==> src/rtl/sync_frame_deframer_if.sv <==
// Byte-stream handshake between the deframer output FIFO head and its downstream sink.
interface sync_frame_deframer_if;
  logic [7:0] byte_out;
  logic       byte_sof;
  logic       byte_valid;
  logic       byte_ready;

  modport master (output byte_out, output byte_sof, output byte_valid, input byte_ready);
  modport slave  (input byte_out, input byte_sof, input byte_valid, output byte_ready);
endinterface

==> src/rtl/sync_frame_deframer.sv <==
// Serial frame deframer: hunts/verifies/locks on a trailing sync word, packs payload bits
// into bytes and buffers them in a small FIFO toward a valid/ready byte sink.
module sync_frame_deframer #(
  parameter logic [7:0] SYNC_WORD    = 8'h47,
  parameter int         SYNC_LEN     = 8,
  parameter int         FRAME_LEN    = 80,
  parameter int         LOCK_COUNT   = 3,
  parameter int         UNLOCK_COUNT = 2,
  parameter int         FIFO_DEPTH   = 4
) (
  input  logic                  clk,
  input  logic                  rst,
  input  logic                  bit_in,
  input  logic                  valid_in,
  sync_frame_deframer_if.master byte_if,
  output logic                  locked,
  output logic                  frame_err,
  output logic                  overflow
);
  localparam int CNT_W  = $clog2(FRAME_LEN);
  localparam int HIT_W  = $clog2(LOCK_COUNT + 1);
  localparam int MISS_W = $clog2(UNLOCK_COUNT + 1);
  localparam int PTR_W  = $clog2(FIFO_DEPTH);
  localparam int FCNT_W = PTR_W + 1;

  localparam logic [CNT_W-1:0]  LAST_BIT    = CNT_W'(FRAME_LEN - 1);
  localparam logic [CNT_W-1:0]  PAYLOAD_END = CNT_W'(FRAME_LEN - SYNC_LEN);
  localparam logic [CNT_W-1:0]  SOF_BIT     = CNT_W'(7);
  localparam logic [HIT_W-1:0]  LOCK_MAX    = HIT_W'(LOCK_COUNT);
  localparam logic [MISS_W-1:0] UNLOCK_MAX  = MISS_W'(UNLOCK_COUNT);
  localparam logic [FCNT_W-1:0] FIFO_FULL   = FCNT_W'(FIFO_DEPTH);

  typedef enum logic [1:0] {
    ST_HUNT   = 2'd0,
    ST_VERIFY = 2'd1,
    ST_LOCKED = 2'd2
  } state_t;

  state_t            state_r;
  logic [6:0]        sh_r;
  logic [CNT_W-1:0]  bit_cnt_r;
  logic [HIT_W-1:0]  hits_r;
  logic [MISS_W-1:0] miss_r;
  logic              frame_err_r;
  logic              overflow_r;

  logic [8:0]        mem_r [FIFO_DEPTH];
  logic [PTR_W-1:0]  wr_ptr_r;
  logic [PTR_W-1:0]  rd_ptr_r;
  logic [FCNT_W-1:0] fifo_cnt_r;
  logic [FCNT_W-1:0] fifo_cnt_nxt_s;

  // sh_r keeps the previous 7 bits; with bit_in it forms the 8-bit window ending on this bit
  logic [7:0] sh_next_s;
  logic       sync_hit_s;
  logic       frame_end_s;
  logic       push_s;
  logic       pop_s;
  logic       full_s;
  logic       wr_ok_s;
  logic       drop_s;

  assign sh_next_s   = {sh_r, bit_in};
  assign sync_hit_s  = (sh_next_s == SYNC_WORD);
  assign frame_end_s = (bit_cnt_r == LAST_BIT);
  assign push_s      = valid_in && (state_r == ST_LOCKED) && (bit_cnt_r < PAYLOAD_END)
                       && (bit_cnt_r[2:0] == 3'd7);
  assign pop_s       = (fifo_cnt_r != '0) && byte_if.byte_ready;
  assign full_s      = (fifo_cnt_r == FIFO_FULL);
  assign wr_ok_s     = push_s && (!full_s || pop_s);
  assign drop_s      = push_s && full_s && !pop_s;

  assign byte_if.byte_out   = mem_r[rd_ptr_r][7:0];
  assign byte_if.byte_sof   = mem_r[rd_ptr_r][8];
  assign byte_if.byte_valid = (fifo_cnt_r != '0);
  assign locked             = (state_r == ST_LOCKED);
  assign frame_err          = frame_err_r;
  assign overflow           = overflow_r;

  // Frame alignment FSM: window shift, bit position, hit/miss counters and error pulse
  always_ff @(posedge clk or negedge rst) begin
    if (!rst) begin
      state_r     <= ST_HUNT;
      sh_r        <= 7'd0;
      bit_cnt_r   <= '0;
      hits_r      <= '0;
      miss_r      <= '0;
      frame_err_r <= 1'b0;
    end else begin
      frame_err_r <= 1'b0;
      if (valid_in) begin
        sh_r      <= sh_next_s[6:0];
        bit_cnt_r <= frame_end_s ? '0 : bit_cnt_r + CNT_W'(1);
        case (state_r)
          ST_HUNT: begin
            if (sync_hit_s) begin
              hits_r    <= HIT_W'(1);
              miss_r    <= '0;
              bit_cnt_r <= '0;
              state_r   <= (LOCK_COUNT == 1) ? ST_LOCKED : ST_VERIFY;
            end
          end
          ST_VERIFY: begin
            if (frame_end_s) begin
              if (!sync_hit_s) begin
                state_r <= ST_HUNT;
              end else if (hits_r + HIT_W'(1) == LOCK_MAX) begin
                hits_r  <= LOCK_MAX;
                miss_r  <= '0;
                state_r <= ST_LOCKED;
              end else begin
                hits_r <= hits_r + HIT_W'(1);
              end
            end
          end
          ST_LOCKED: begin
            if (frame_end_s) begin
              if (sync_hit_s) begin
                miss_r <= '0;
              end else begin
                frame_err_r <= 1'b1;
                if (miss_r + MISS_W'(1) == UNLOCK_MAX) begin
                  miss_r  <= '0;
                  state_r <= ST_HUNT;
                end else begin
                  miss_r <= miss_r + MISS_W'(1);
                end
              end
            end
          end
          default: state_r <= ST_HUNT;
        endcase
      end
    end
  end

  // Occupancy update: a write and a read in the same cycle leave the count unchanged
  always_comb begin
    fifo_cnt_nxt_s = fifo_cnt_r;
    case ({wr_ok_s, pop_s})
      2'b10:   fifo_cnt_nxt_s = fifo_cnt_r + FCNT_W'(1);
      2'b01:   fifo_cnt_nxt_s = fifo_cnt_r - FCNT_W'(1);
      default: fifo_cnt_nxt_s = fifo_cnt_r;
    endcase
  end

  // Output byte FIFO storage, pointers and overflow pulse
  always_ff @(posedge clk or negedge rst) begin
    if (!rst) begin
      for (int i = 0; i < FIFO_DEPTH; i++) begin
        mem_r[i] <= 9'd0;
      end
      wr_ptr_r   <= '0;
      rd_ptr_r   <= '0;
      fifo_cnt_r <= '0;
      overflow_r <= 1'b0;
    end else begin
      overflow_r <= drop_s;
      if (wr_ok_s) begin
        mem_r[wr_ptr_r] <= {(bit_cnt_r == SOF_BIT), sh_next_s};
        wr_ptr_r        <= wr_ptr_r + PTR_W'(1);
      end
      if (pop_s) begin
        rd_ptr_r <= rd_ptr_r + PTR_W'(1);
      end
      fifo_cnt_r <= fifo_cnt_nxt_s;
    end
  end
endmodule

==> src/flat_wrapper.sv <==
// flat-port wrapper written by rule: the top's interface ports become plain ports
module sync_frame_deframer_flat 
#(
  parameter logic [7:0] SYNC_WORD    = 8'h47,
  parameter int         SYNC_LEN     = 8,
  parameter int         FRAME_LEN    = 80,
  parameter int         LOCK_COUNT   = 3,
  parameter int         UNLOCK_COUNT = 2,
  parameter int         FIFO_DEPTH   = 4
)
  (clk, rst, bit_in, valid_in, locked, frame_err, overflow, byte_if_byte_out, byte_if_byte_sof, byte_if_byte_valid, byte_if_byte_ready);
  sync_frame_deframer_if byte_if_i ();
  input  logic clk;
  input  logic rst;
  input  logic bit_in;
  input  logic valid_in;
  output logic locked;
  output logic frame_err;
  output logic overflow;
  output wire logic [$bits(byte_if_i.byte_out)-1:0] byte_if_byte_out;
  output wire logic [$bits(byte_if_i.byte_sof)-1:0] byte_if_byte_sof;
  output wire logic [$bits(byte_if_i.byte_valid)-1:0] byte_if_byte_valid;
  input wire logic [$bits(byte_if_i.byte_ready)-1:0] byte_if_byte_ready;
  assign byte_if_byte_out = byte_if_i.byte_out;
  assign byte_if_byte_sof = byte_if_i.byte_sof;
  assign byte_if_byte_valid = byte_if_i.byte_valid;
  assign byte_if_i.byte_ready = byte_if_byte_ready;
  sync_frame_deframer #(.SYNC_WORD(SYNC_WORD), .SYNC_LEN(SYNC_LEN), .FRAME_LEN(FRAME_LEN), .LOCK_COUNT(LOCK_COUNT), .UNLOCK_COUNT(UNLOCK_COUNT), .FIFO_DEPTH(FIFO_DEPTH)) u_core (.clk(clk), .rst(rst), .bit_in(bit_in), .valid_in(valid_in), .byte_if(byte_if_i), .locked(locked), .frame_err(frame_err), .overflow(overflow));
endmodule
==> config.mk <==
export PLATFORM = sky130hd
export DESIGN_NAME = sync_frame_deframer_flat
export DESIGN_NICKNAME = d
export VERILOG_FILES = /design/src/rtl/sync_frame_deframer_if.sv /design/src/rtl/sync_frame_deframer.sv /design/src/flat_wrapper.sv
export SDC_FILE = /design/constraint.sdc
export NUM_CORES = 1
export LEC_CHECK = 0
export CAP_MARGIN = 15
export CORE_MARGIN = 2
export CORE_UTILIZATION = 30
export CTS_CLUSTER_DIAMETER = 60
export CTS_CLUSTER_SIZE = 16
export DETAILED_ROUTE_END_ITERATION = 7
export DONT_BUFFER_PORTS = 1
export PLACE_DENSITY = 0.45
export REMOVE_ABC_BUFFERS = 1
export SETUP_SLACK_MARGIN = 0.3
export SYNTH_ARGS = -nofsm -noshare
export SYNTH_HDL_FRONTEND = slang
export SYNTH_SLANG_ARGS = --single-unit
==> constraint.sdc <==
create_clock -name clk -period 5.4 [get_ports clk]
set_input_delay 1.35 -clock clk [delete_from_list [all_inputs] [get_ports clk]]
set_output_delay 1.35 -clock clk [all_outputs]
set_load 0.05 [all_outputs]
# After elaboration in Yosys (flattened, before gate mapping)
# Index checks and enable logic that the tools add are counted.
# op_classes
n_addsub	7
order_cmp	4
n_eq_ne	19
muxes	34
n_bitwise	2
n_reduce_logical	19
# op_table
op	n
bitwise mux 36 bit	1
2-to-1 mux 2 bit	17
2-to-1 mux 9 bit	3
2-to-1 mux 7 bit	3
binary-select mux 9 bit (select 2 bit)	1
demux 9 bit (select 2 bit)	1
AND reduction 7 bit	2
!= test 2 x 1 -> 1 bit (second input constant)	6
case mux 2 bit (3 select lines)	2
adder 2 x 1 -> 2 bit (second input constant)	4
equality test 2 bit (second input constant)	4
equality test 8 x 7 -> 1 bit (second input constant)	1
logical AND 1 bit	8
adder 7 x 1 -> 7 bit (second input constant)	1
equality test 7 x 3 -> 1 bit (second input constant)	1
equality test 7 bit (second input constant)	1
< comparator 7 bit (second input constant)	1
equality test 3 bit (second input constant)	2
>= comparator 3 bit (second input constant)	2
inverter 2 -> 3 bit	2
case mux 3 bit (2 select lines)	1
nonzero test 3 bit	2
AND reduction 5 bit	1
equality test 2 x 1 -> 1 bit (second input constant)	2
11 further kinds	16
# totals
register_bits	65
in_bits	5
out_inout_bits	13
word_cells	99

# Logic depth before layout (Yosys ltp)
# Gate-level depths: netlist (run 1).
# logic_depth
depth_word	7
depth_mapped	11
mapped_depth_nobuf	11

# Worst setup path before layout (run 1)
# No wires, ideal clock.
# synth_path
kind	input to register
startpoint	input port byte_if_byte_ready
endpoint	register u_core.fifo_cnt_r[2]
setup_time_ns	0.079
arrival_time_ns	3.115
required_time_ns	5.321
slack_ns	2.205
cell_stages	9
n_path_buf	0
cell_sequence	nor4b_1 > nor3_4 > inv_1 > ha_1 > inv_1 > fa_1 > xor2_1 > nor2_1 > xor2_1
# synth_between
elab_chain_cells	5
word_cells_on_any_way	7
classes_between	2 x eq/ne; 1 x mux; 4 x reduce/logical
# synth_lines
item	line	text
start: declaration	flat_wrapper.sv:23	input wire logic [$bits(byte_if_i.byte_ready)-1:0] byte_if_byte_ready;
logical AND 1 bit (*)	sync_frame_deframer.sv:68	assign pop_s = (fifo_cnt_r != '0) && byte_if.byte_ready;
logical OR 1 bit	sync_frame_deframer.sv:70	assign wr_ok_s = push_s && (!full_s || pop_s);
logical AND 1 bit	sync_frame_deframer.sv:70	
equality test 2 x 1 -> 1 bit or equality test 2 bit (tied branches)	sync_frame_deframer.sv:140	case ({wr_ok_s, pop_s})
case mux 3 bit (2 select lines) or nonzero test 2 bit (tied branches)	--	
end signal: assignment	sync_frame_deframer.sv:166	fifo_cnt_r <= fifo_cnt_nxt_s;
end: declaration	sync_frame_deframer.sv:50	logic [FCNT_W-1:0] fifo_cnt_r;
# Every way passes the cells marked *; elsewhere a longest branch is shown, timed or not.
# A chain may end at the register's enable or synchronous reset.

# Worst setup path after layout (run 1)
# layout_path
startpoint	register u_core.rd_ptr_r[0]
endpoint	output port byte_if_byte_sof
# layout_between
elab_chain_cells	4
# layout_lines
item	line	text
start: declaration	sync_frame_deframer.sv:49	logic [PTR_W-1:0] rd_ptr_r;
start signal: assignment	sync_frame_deframer.sv:164	rd_ptr_r <= rd_ptr_r + PTR_W'(1);
inverter 2 -> 3 bit (not written as such)	sync_frame_deframer.sv:74	assign byte_if.byte_sof = mem_r[rd_ptr_r][8];
binary-select mux 9 bit (select 2 bit)	sync_frame_deframer.sv:74	
2-to-1 mux 9 bit (2 in a row)	--	
end: declaration	flat_wrapper.sv:21	output wire logic [$bits(byte_if_i.byte_sof)-1:0] byte_if_byte_sof;
# No other way between the ends. The select of a mux whose other input is x is not followed.

==> metrics, run 1 <==
Vias/cell 4.85; # placed instances 349; Top FF cell, synth dfrtp_1; routability cong. 0.731; RSZ-0062 raised after global routing no; Max Clock Skew 0.00744 ns; port bufs 0; gate count of the mapped netlist 224; DRC 0; worst r2r src u_core.bit_cnt_r[0]; drt wl/cell 16.5 um; Static Leak 1.60 nW; Setup TNS 0 ns; CTS buffer count 9; share of layout cells above drive strength 1 29.7%; outcome finished, final reports clean; max-slew violations 0; routed wire length 6030 um; clock tree from TritonCTS built; first-pass GRT wire length 10,200 um; CP endpoint kind output pin; fin cells 365; VDD IR-drop max 0.153 mV; share of the synthesized area in the top cell type 53.0%; Post-CTS Hold Buffers 0; number of synthesized flops with an enable pin 0; H-tree lvl count 3; gr ovfl total 0; Clk pin slew, worst setup/hold paths 0.07 ns; synthesized area per cell 13.7 um2; Worst Path Arrival 1.91 ns; min-delay src u_core.fifo_cnt_r[2]; Startpoint Class flop; core area 9860 um2; library cells used by synthesis 46; worst hold path cell count 1; Largest delay share family, worst path flip-flops; Final ANT Viol Nets 0; Fin. Hold Viols 0; HPWL after DPL 3780 um; CP max stage cell dfrtp_1; CTS sink count 65; DRT iter0 DRCs 53; I/O pins 18; DIE WIDTH 105 um; Crit Path Max Fanout 11; Crit Path Class flop to output pin; cell chain of the critical path mux4_2; Yosys top cell by area dfrtp_1; WP data required 4.05 ns; NumNets Final 241; total track usage 12.1%; Max-cap violations 0; FP Rows 36; pwr dens 369 nW/um2; Tmin final 3.26 ns; die height 105 um; worst skew pair latency 0.34 ns; Slew HR 47.6%; Worst Hold Class flop to flop; Bufs and invs on worst path 0; antenna violations before repair 0; hold_ws 0.490 ns; sequential element share of the synthesized area 53.0%; Synth area leaders dfrtp_1 (53%), mux2_2 (14%), mux4_2 (6.6%); crit-path max cell delay 0.80 ns; DP Area 3200 um2; vias in the first global route 1,862; post-CTS sizing 0; via count 1,770; Async S/R FF share, synth 100%; Worst path depth 1; CTS max path bufs 2; pin count of the biggest net entering global routing 66; mapped cell area 3070 um2; #FFs+latches synth 65; First-pass DRT Iterations 4; slew at the pin with the worst max-slew slack 0.779 ns; Root Buffer clkbuf_8; reg-to-reg endpoint u_core.fifo_cnt_r[2]; Final Cycle Share 60.4%; FF-to-FF setup slack 2.90 ns; Area growth syn-to-layout 11.8%; ANT cells 0; Starting Density 31.1%; Ys Warns 0; Die ar. 11,000 um2; worst hold endpoint u_core.fifo_cnt_r[2]; worst r2r path cells 11; setup violators final 0; # Post-CTS Setup Buffers 0; maximum clock frequency 307 MHz; Finished Cell Area 3430 um2
[logic make-up (layout without fill, tap and decap cells)]
group	after synthesis	count (layout)	share of synthesized area, %
AOI/OAI and AO/OA	21	21	4.69
xor gates and xnor gates	10	10	2.86
adders and majority gates	9	9	3.92
buffers and inverters	19	27	2.41
DFF	65	65	53.0
muxes	53	53	22.8
and+or+nand+nor	47	47	10.2
[cells in the final DEF (no fill, tap or decap), types with 4 or more instances in the layout]
cell      count
a21oi_1       5
clkbuf_8     10
dfrtp_1      65
ha_1          8
inv_1        11
mux2_1        4
mux2_2       38
mux4_2        9
nand2_1       9
nand2_4       4
nand3_1       5
o21ai_0       5
xnor2_1       4
xor2_1        6
[worst max path at each step]
stage / endpoint / slack [ns] / startpoint
5_1_grt: byte_if_byte_out[5] / 2.00 / u_core.rd_ptr_r[0]
3_3_place_gp: u_core.fifo_cnt_r[2] / 2.08 / byte_if_byte_ready
4_1_cts: byte_if_byte_out[5] / 2.06 / u_core.rd_ptr_r[0]
3_5_place_dp: u_core.fifo_cnt_r[2] / 2.03 / byte_if_byte_ready
6_report: byte_if_byte_sof / 2.14 / u_core.rd_ptr_r[0]
2_1_floorplan: u_core.fifo_cnt_r[2] / 2.21 / byte_if_byte_ready
[registers in the layout (all words and copies together), names as in the netlist]
| name | cells |
|---|---|
| u_core.miss_r | 2 |
| u_core.wr_ptr_r | 2 |
| u_core.bit_cnt_r | 7 |
| u_core.mem_r | 36 |
| u_core.fifo_cnt_r | 3 |
| u_core.rd_ptr_r | 2 |
| u_core.sh_r | 7 |
| u_core.frame_err | 1 |
| u_core.hits_r | 2 |
| u_core.overflow | 1 |
| u_core.state_r | 2 |
[through the flow]
stage / utilization, % / worst slack [ns] / total power [mW]
after floorplan: - / 2.21 / 0.755
after global placement: 32.4 / 2.08 / 0.806
after detailed placement: 32.4 / 2.03 / 0.807
after CTS: 34.8 / 2.06 / 1.29
after global routing: 34.8 / 2.00 / 1.34
final: 34.8 / 2.14 / 1.26
[synth_stat cells (3+ instances only)]
cell / number
nor4_1: 3
xor2_1: 6
clkbuf_1: 6
and2_1: 3
a21oi_1: 5
mux2_2: 38
xnor2_1: 4
nand2_4: 4
nand3_1: 5
mux2_1: 4
o21ai_0: 5
mux4_2: 9
dfrtp_1: 65
ha_1: 8
nand2_1: 9
inv_1: 11
[area by class of cell]
| class | instances | area (um2) |
|---|---|---|
| Fill cell | 969 | 6440 |
| Sequential cell | 65 | 1630 |
| Multi-Input combinational cell | 140 | 1370 |
| Tap cell | 133 | 166 |
| Inverter | 11 | 41.3 |
| Clock buffer | 10 | 138 |
| Clock inverter | 6 | 90.1 |
[power breakdown]
part	switching, mW	internal (mW)
clock	0.197	0.274
combinational	0.0612	0.0892
sequential	0.103	0.539
[per-layer routing]
metal	global-route usage, %	wire length, um	vias up
li1	-	-	829
met1	15.6	2830	910
met2	19.1	2900	26
met3	4.80	238	5
met4	3.14	63	0
met5	0	0	-
Power figures use the tool's default switching activity.
==> run 2, diff against run 1 <==
clock period = 3.3 ns   (was 5.4 ns; I/O delays follow)
==> metrics, run 2 (synthesis gave the netlist of run 1 again) <==
setup violators final 0 (unchanged); Slew HR 47.6% (about the same); Crit Path Max Fanout 11 (unchanged); pwr dens 619 nW/um2 (was 369 nW/um2); Final ANT Viol Nets 0 (unchanged); worst skew pair latency 0.34 ns (about the same); Bufs and invs on worst path 0 (unchanged); DRC 0 (unchanged); VDD IR-drop max 0.223 mV (was 0.153 mV); cell chain of the critical path mux4_2 (unchanged); outcome finished, final reports clean (unchanged); Setup TNS 0 ns (unchanged); drt wl/cell 16.6 um (was 16.5 um); post-CTS sizing 0 (unchanged); worst r2r path cells 11 (unchanged); worst slack, placed 0.486 ns (was 2.03 ns); Util after Layout 34.9% (was 34.8%); FP Rows 36 (unchanged); HPWL after DPL 3890 um (was 3780 um); RSZ-0062 raised after global routing no (unchanged); Total Power Consumption 2.13 mW (was 1.26 mW); vias in the first global route 1,848 (was 1,862); Crit Path Class flop to output pin (unchanged); Tmin final 2.70 ns; # Post-CTS Setup Buffers 0 (unchanged); First-pass DRT Iterations 4 (unchanged); CTS max path bufs 2 (unchanged); Clk pin slew, worst setup/hold paths 0.08 ns (was 0.07 ns); pin count of the biggest net entering global routing 66 (unchanged); CTS buffer count 9 (unchanged); Starting Density 31.1% (unchanged); hold_ws 0.170 ns (was 0.490 ns); Final Cycle Share 81.9%; Max-cap violations 0 (unchanged); commonest cells after routing, fill and taps aside dfrtp_1 (65), mux2_2 (38), inv_1 (11) (unchanged); max-slew violations 0 (unchanged); WP data required 2.47 ns (was 4.05 ns); core area 9860 um2 (unchanged); Die ar. 11,000 um2 (unchanged); routability cong. 0.671 (was 0.731); via count 1,776 (was 1,770); crit-path max cell delay 0.77 ns (was 0.80 ns); Top reg by flops u_core.mem_r (unchanged); I/O pins 18 (unchanged); Final WS setup 0.598 ns (was 2.14 ns); Startpoint Class flop (unchanged); routed wire length 6050 um (was 6030 um); Post-CTS Hold Buffers 0 (unchanged); Largest delay share family, worst path flip-flops (unchanged); gr ovfl total 0 (unchanged); Area growth syn-to-layout 12.3% (was 11.8%); reg-to-reg endpoint u_core.fifo_cnt_r[2] (unchanged); DIE WIDTH 105 um (unchanged); Max Clock Skew 0.0101 ns (was 0.00744 ns); worst r2r src u_core.bit_cnt_r[0] (unchanged); DRT iter0 DRCs 53 (unchanged); CTS sink count 65 (unchanged); Worst Path Arrival 1.88 ns (was 1.91 ns); CP endpoint kind output pin (unchanged); antenna violations before repair 0 (unchanged); clock tree from TritonCTS built (unchanged); Vias/cell 4.87 (was 4.85); Fin. Hold Viols 0 (unchanged); fill count 976 (was 969); CP max stage cell dfrtp_1 (unchanged); port bufs 0 (unchanged); FF-to-FF setup slack 0.81 ns (was 2.90 ns); biggest regs u_core.mem_r x36, u_core.bit_cnt_r x7, u_core.sh_r x7 (unchanged); Worst Hold Class input port to asynchronous set/reset pin (was flop to flop); NumNets Final 241 (unchanged); slew at the pin with the worst max-slew slack 0.780 ns (was 0.779 ns); first-pass GRT wire length 10,200 um (about the same); commonest non-fill, non-tap cell in the layout dfrtp_1 (unchanged); Largest register FFs 36 (unchanged); Static Leak 1.60 nW (about the same); Root Buffer clkbuf_8 (unchanged); H-tree lvl count 3 (unchanged); ANT cells 0 (unchanged); maximum clock frequency 370 MHz; share of layout cells above drive strength 1 29.3% (was 29.7%); die height 105 um (unchanged); total track usage 12.1% (about the same)
[run 2: cell types whose count changed in the layout (fill, tap and decap cells not counted)]
cell / before / now
clkinv_2: 1 / 0
clkbuf_1: 0 / 1
bufinv_16: 2 / 3
clkbuf_8: 10 / 9
[run 2: metrics by stage]
step,std cells,area [um2]
6_report,365,3440
5_1_grt,365,3440
4_1_cts,365,3440
3_5_place_dp,349,3200
3_3_place_gp,349,3200
2_1_floorplan,216,3030
[run 2: worst max path at each step]
stage,cells after the start,startpoint,slack (ns),end
finish,1,u_core.rd_ptr_r[0],0.60,byte_if_byte_out[4]
CTS,1,u_core.rd_ptr_r[0],0.51,byte_if_byte_out[4]
global placement,9,byte_if_byte_ready,0.53,u_core.fifo_cnt_r[2]
global route,1,u_core.rd_ptr_r[0],0.42,byte_if_byte_out[4]
floorplan,9,byte_if_byte_ready,0.63,u_core.fifo_cnt_r[2]
detailed placement,9,byte_if_byte_ready,0.49,u_core.fifo_cnt_r[2]
[run 2: area by class of cell]
cell class | count | area [um2] | share of cell area [%]
inverter | 11 | 41.3 | 1.20
tap | 133 | 166 | 4.83
clock inverter | 6 | 115 | 3.34
clock buffer | 10 | 128 | 3.71
multi-input combinational | 140 | 1370 | 39.7
sequential | 65 | 1630 | 47.2
[run 2: per-layer routing]
layer / GRT usage, % / vias up / routed length [um]
met5: 0 / - / 0
met4: 3.71 / 0 / 75
met2: 19.3 / 26 / 2890
li1: - / 821 / -
met1: 15.2 / 921 / 2870
met3: 4.49 / 8 / 214
[run 2: report_power, final]
group	switching [mW]	leakage (nW)	internal [mW]
combinational	0.105	0.640	0.147
sequential	0.168	0.847	0.882
clock	0.323	0.117	0.506
==> run 3, diff against run 2 <==
clock period = 2.6 ns   (was 3.3 ns; I/O delays follow)
==> metrics, run 3 (synthesis gave the netlist of run 1 again) <==
Crit Path Max Fanout 6 (was 11); Vias/cell 4.80 (was 4.87); worst slack, placed 0.126 ns (was 0.486 ns); # placed instances 356 (was 349); worst r2r src u_core.bit_cnt_r[1] (was u_core.bit_cnt_r[0]); Startpoint Class flop (unchanged); Static Leak 1.65 nW (was 1.60 nW); Setup TNS 0 ns (unchanged); pin count of the biggest net entering global routing 66 (unchanged); Area growth syn-to-layout 15.2% (was 12.3%); biggest regs u_core.mem_r x36, u_core.bit_cnt_r x7, u_core.sh_r x7 (unchanged); drt wl/cell 15.9 um (was 16.6 um); hold_ws 0.180 ns (was 0.170 ns); core area 9860 um2 (unchanged); die height 105 um (unchanged); Total Power Consumption 2.62 mW (was 2.13 mW); commonest non-fill, non-tap cell in the layout dfrtp_1 (unchanged); Starting Density 31.1% (unchanged); H-tree lvl count 3 (unchanged); first-pass GRT wire length 9930 um (was 10,200 um); setup violators final 0 (unchanged); pwr dens 743 nW/um2 (was 619 nW/um2); CTS sink count 65 (unchanged); crit-path max cell delay 0.68 ns (was 0.77 ns); Util after Layout 35.8% (was 34.9%); DRC 0 (unchanged); slew at the pin with the worst max-slew slack 0.667 ns (was 0.780 ns); WP data required 1.95 ns (was 2.47 ns); FF-to-FF setup slack 0.46 ns (was 0.81 ns); clock tree from TritonCTS built (unchanged); ANT cells 0 (unchanged); CP endpoint kind output pin (unchanged); worst skew pair latency 0.34 ns (about the same); Final ANT Viol Nets 0 (unchanged); VDD IR-drop max 0.271 mV (was 0.223 mV); Worst Path Arrival 1.56 ns (was 1.88 ns); Crit Path Class flop to output pin (unchanged); vias in the first global route 1,886 (was 1,848); maximum clock frequency 452 MHz; gr ovfl total 0 (unchanged); outcome finished, final reports clean (unchanged); Final Cycle Share 85.0%; FP Rows 36 (unchanged); DRT iter0 DRCs 61 (was 53); fin cells 377 (was 365); Largest register FFs 36 (unchanged); antenna violations before repair 0 (unchanged); worst r2r path cells 11 (unchanged); reg-to-reg endpoint u_core.fifo_cnt_r[2] (unchanged); cell chain of the critical path buf_4 -> mux4_2 (was mux4_2); Largest delay share family, worst path multiplexers (was flip-flops); First-pass DRT Iterations 4 (unchanged); Slew HR 54.9% (was 47.6%); Fin. Hold Viols 0 (unchanged); I/O pins 18 (unchanged); Root Buffer clkbuf_8 (unchanged); CTS max path bufs 2 (unchanged); CTS buffer count 9 (unchanged); port bufs 0 (unchanged); Tmin final 2.21 ns; Max-cap violations 0 (unchanged); HPWL after DPL 3880 um (was 3890 um); DIE WIDTH 105 um (unchanged); routed wire length 5980 um (was 6050 um); fill count 959 (was 976); Bufs and invs on worst path 1 (was 0); RSZ-0062 raised after global routing yes (was no); via count 1,811 (was 1,776); Worst Hold Class input port to asynchronous set/reset pin (unchanged); Die ar. 11,000 um2 (unchanged); NumNets Final 253 (was 241); share of layout cells above drive strength 1 35.7% (was 29.3%); multi-input logic area 1380 um2 (was 1370 um2); FF+latch area 1630 um2 (about the same); Max Clock Skew 0.00332 ns (was 0.0101 ns); routability cong. 0.726 (was 0.671); Clk pin slew, worst setup/hold paths 0.07 ns (was 0.08 ns); Finished Cell Area 3530 um2 (was 3440 um2); CP max stage cell mux4_2 (was dfrtp_1); commonest cells after routing, fill and taps aside dfrtp_1 (63), mux2_2 (38), inv_1 (11), buf_4 (11), clkbuf_8 (10) (was dfrtp_1 (65), mux2_2 (38), inv_1 (11)); DP Area 3250 um2 (was 3200 um2); Final WS setup 0.390 ns (was 0.598 ns); Worst Setup SP u_core.rd_ptr_r[0] (unchanged); max-slew violations 0 (unchanged); Top reg by flops u_core.mem_r (unchanged); total track usage 11.7% (was 12.1%)
[run 3: cell types whose count changed in the layout (fill, tap and decap cells not counted), sizes merged]
cell      delta
buf         +12
bufinv       -2
clkinv       +2
clkinvlp     +1
inv          -1
[run 3: what timing repair did]
action | in CTS | in global routing
buffers inserted | 2 | 2
resized for setup | 1 | 5
setup endpoints to repair | 8 | 7
hold endpoints to repair | 65 | 0
hold buffers | 1 | 0
pin swaps | 1 | 4
[run 3: area by class of cell]
type                            count  area share (%)
Multi-Input combinational cell    140            39.1
Inverter                           11            1.17
Timing Repair Buffer               12            3.12
Clock buffer                       10            3.90
Clock inverter                      6            1.91
Tap cell                          133            4.71
Sequential cell                    65            46.1
[run 3: how the worst max path moves through the flow]
stage                                 to  slack, ns  cells past startpoint
finish               byte_if_byte_out[2]       0.39                      2
global placement    u_core.fifo_cnt_r[2]       0.13                     10
floorplan           u_core.fifo_cnt_r[2]       0.11                      9
global route        u_core.fifo_cnt_r[2]       0.29                     11
CTS                 u_core.fifo_cnt_r[2]       0.32                     11
detailed placement  u_core.fifo_cnt_r[2]       0.13                     11
[run 3: metal layers]
metal | vias to the layer above | track usage (%) | part of all wire [%]
met3 | 8 | 4.37 | 3.8
met4 | 0 | 3.71 | 1.7
met5 | - | 0 | 0
met2 | 25 | 18.6 | 48
met1 | 926 | 14.7 | 46
li1 | 852 | - | -
[run 3: power breakdown]
group / internal (mW) / switching [mW]
registers: 1.12 / 0.155
logic: 0.245 / 0.221
clock network: 0.470 / 0.409
total: 1.84 / 0.784
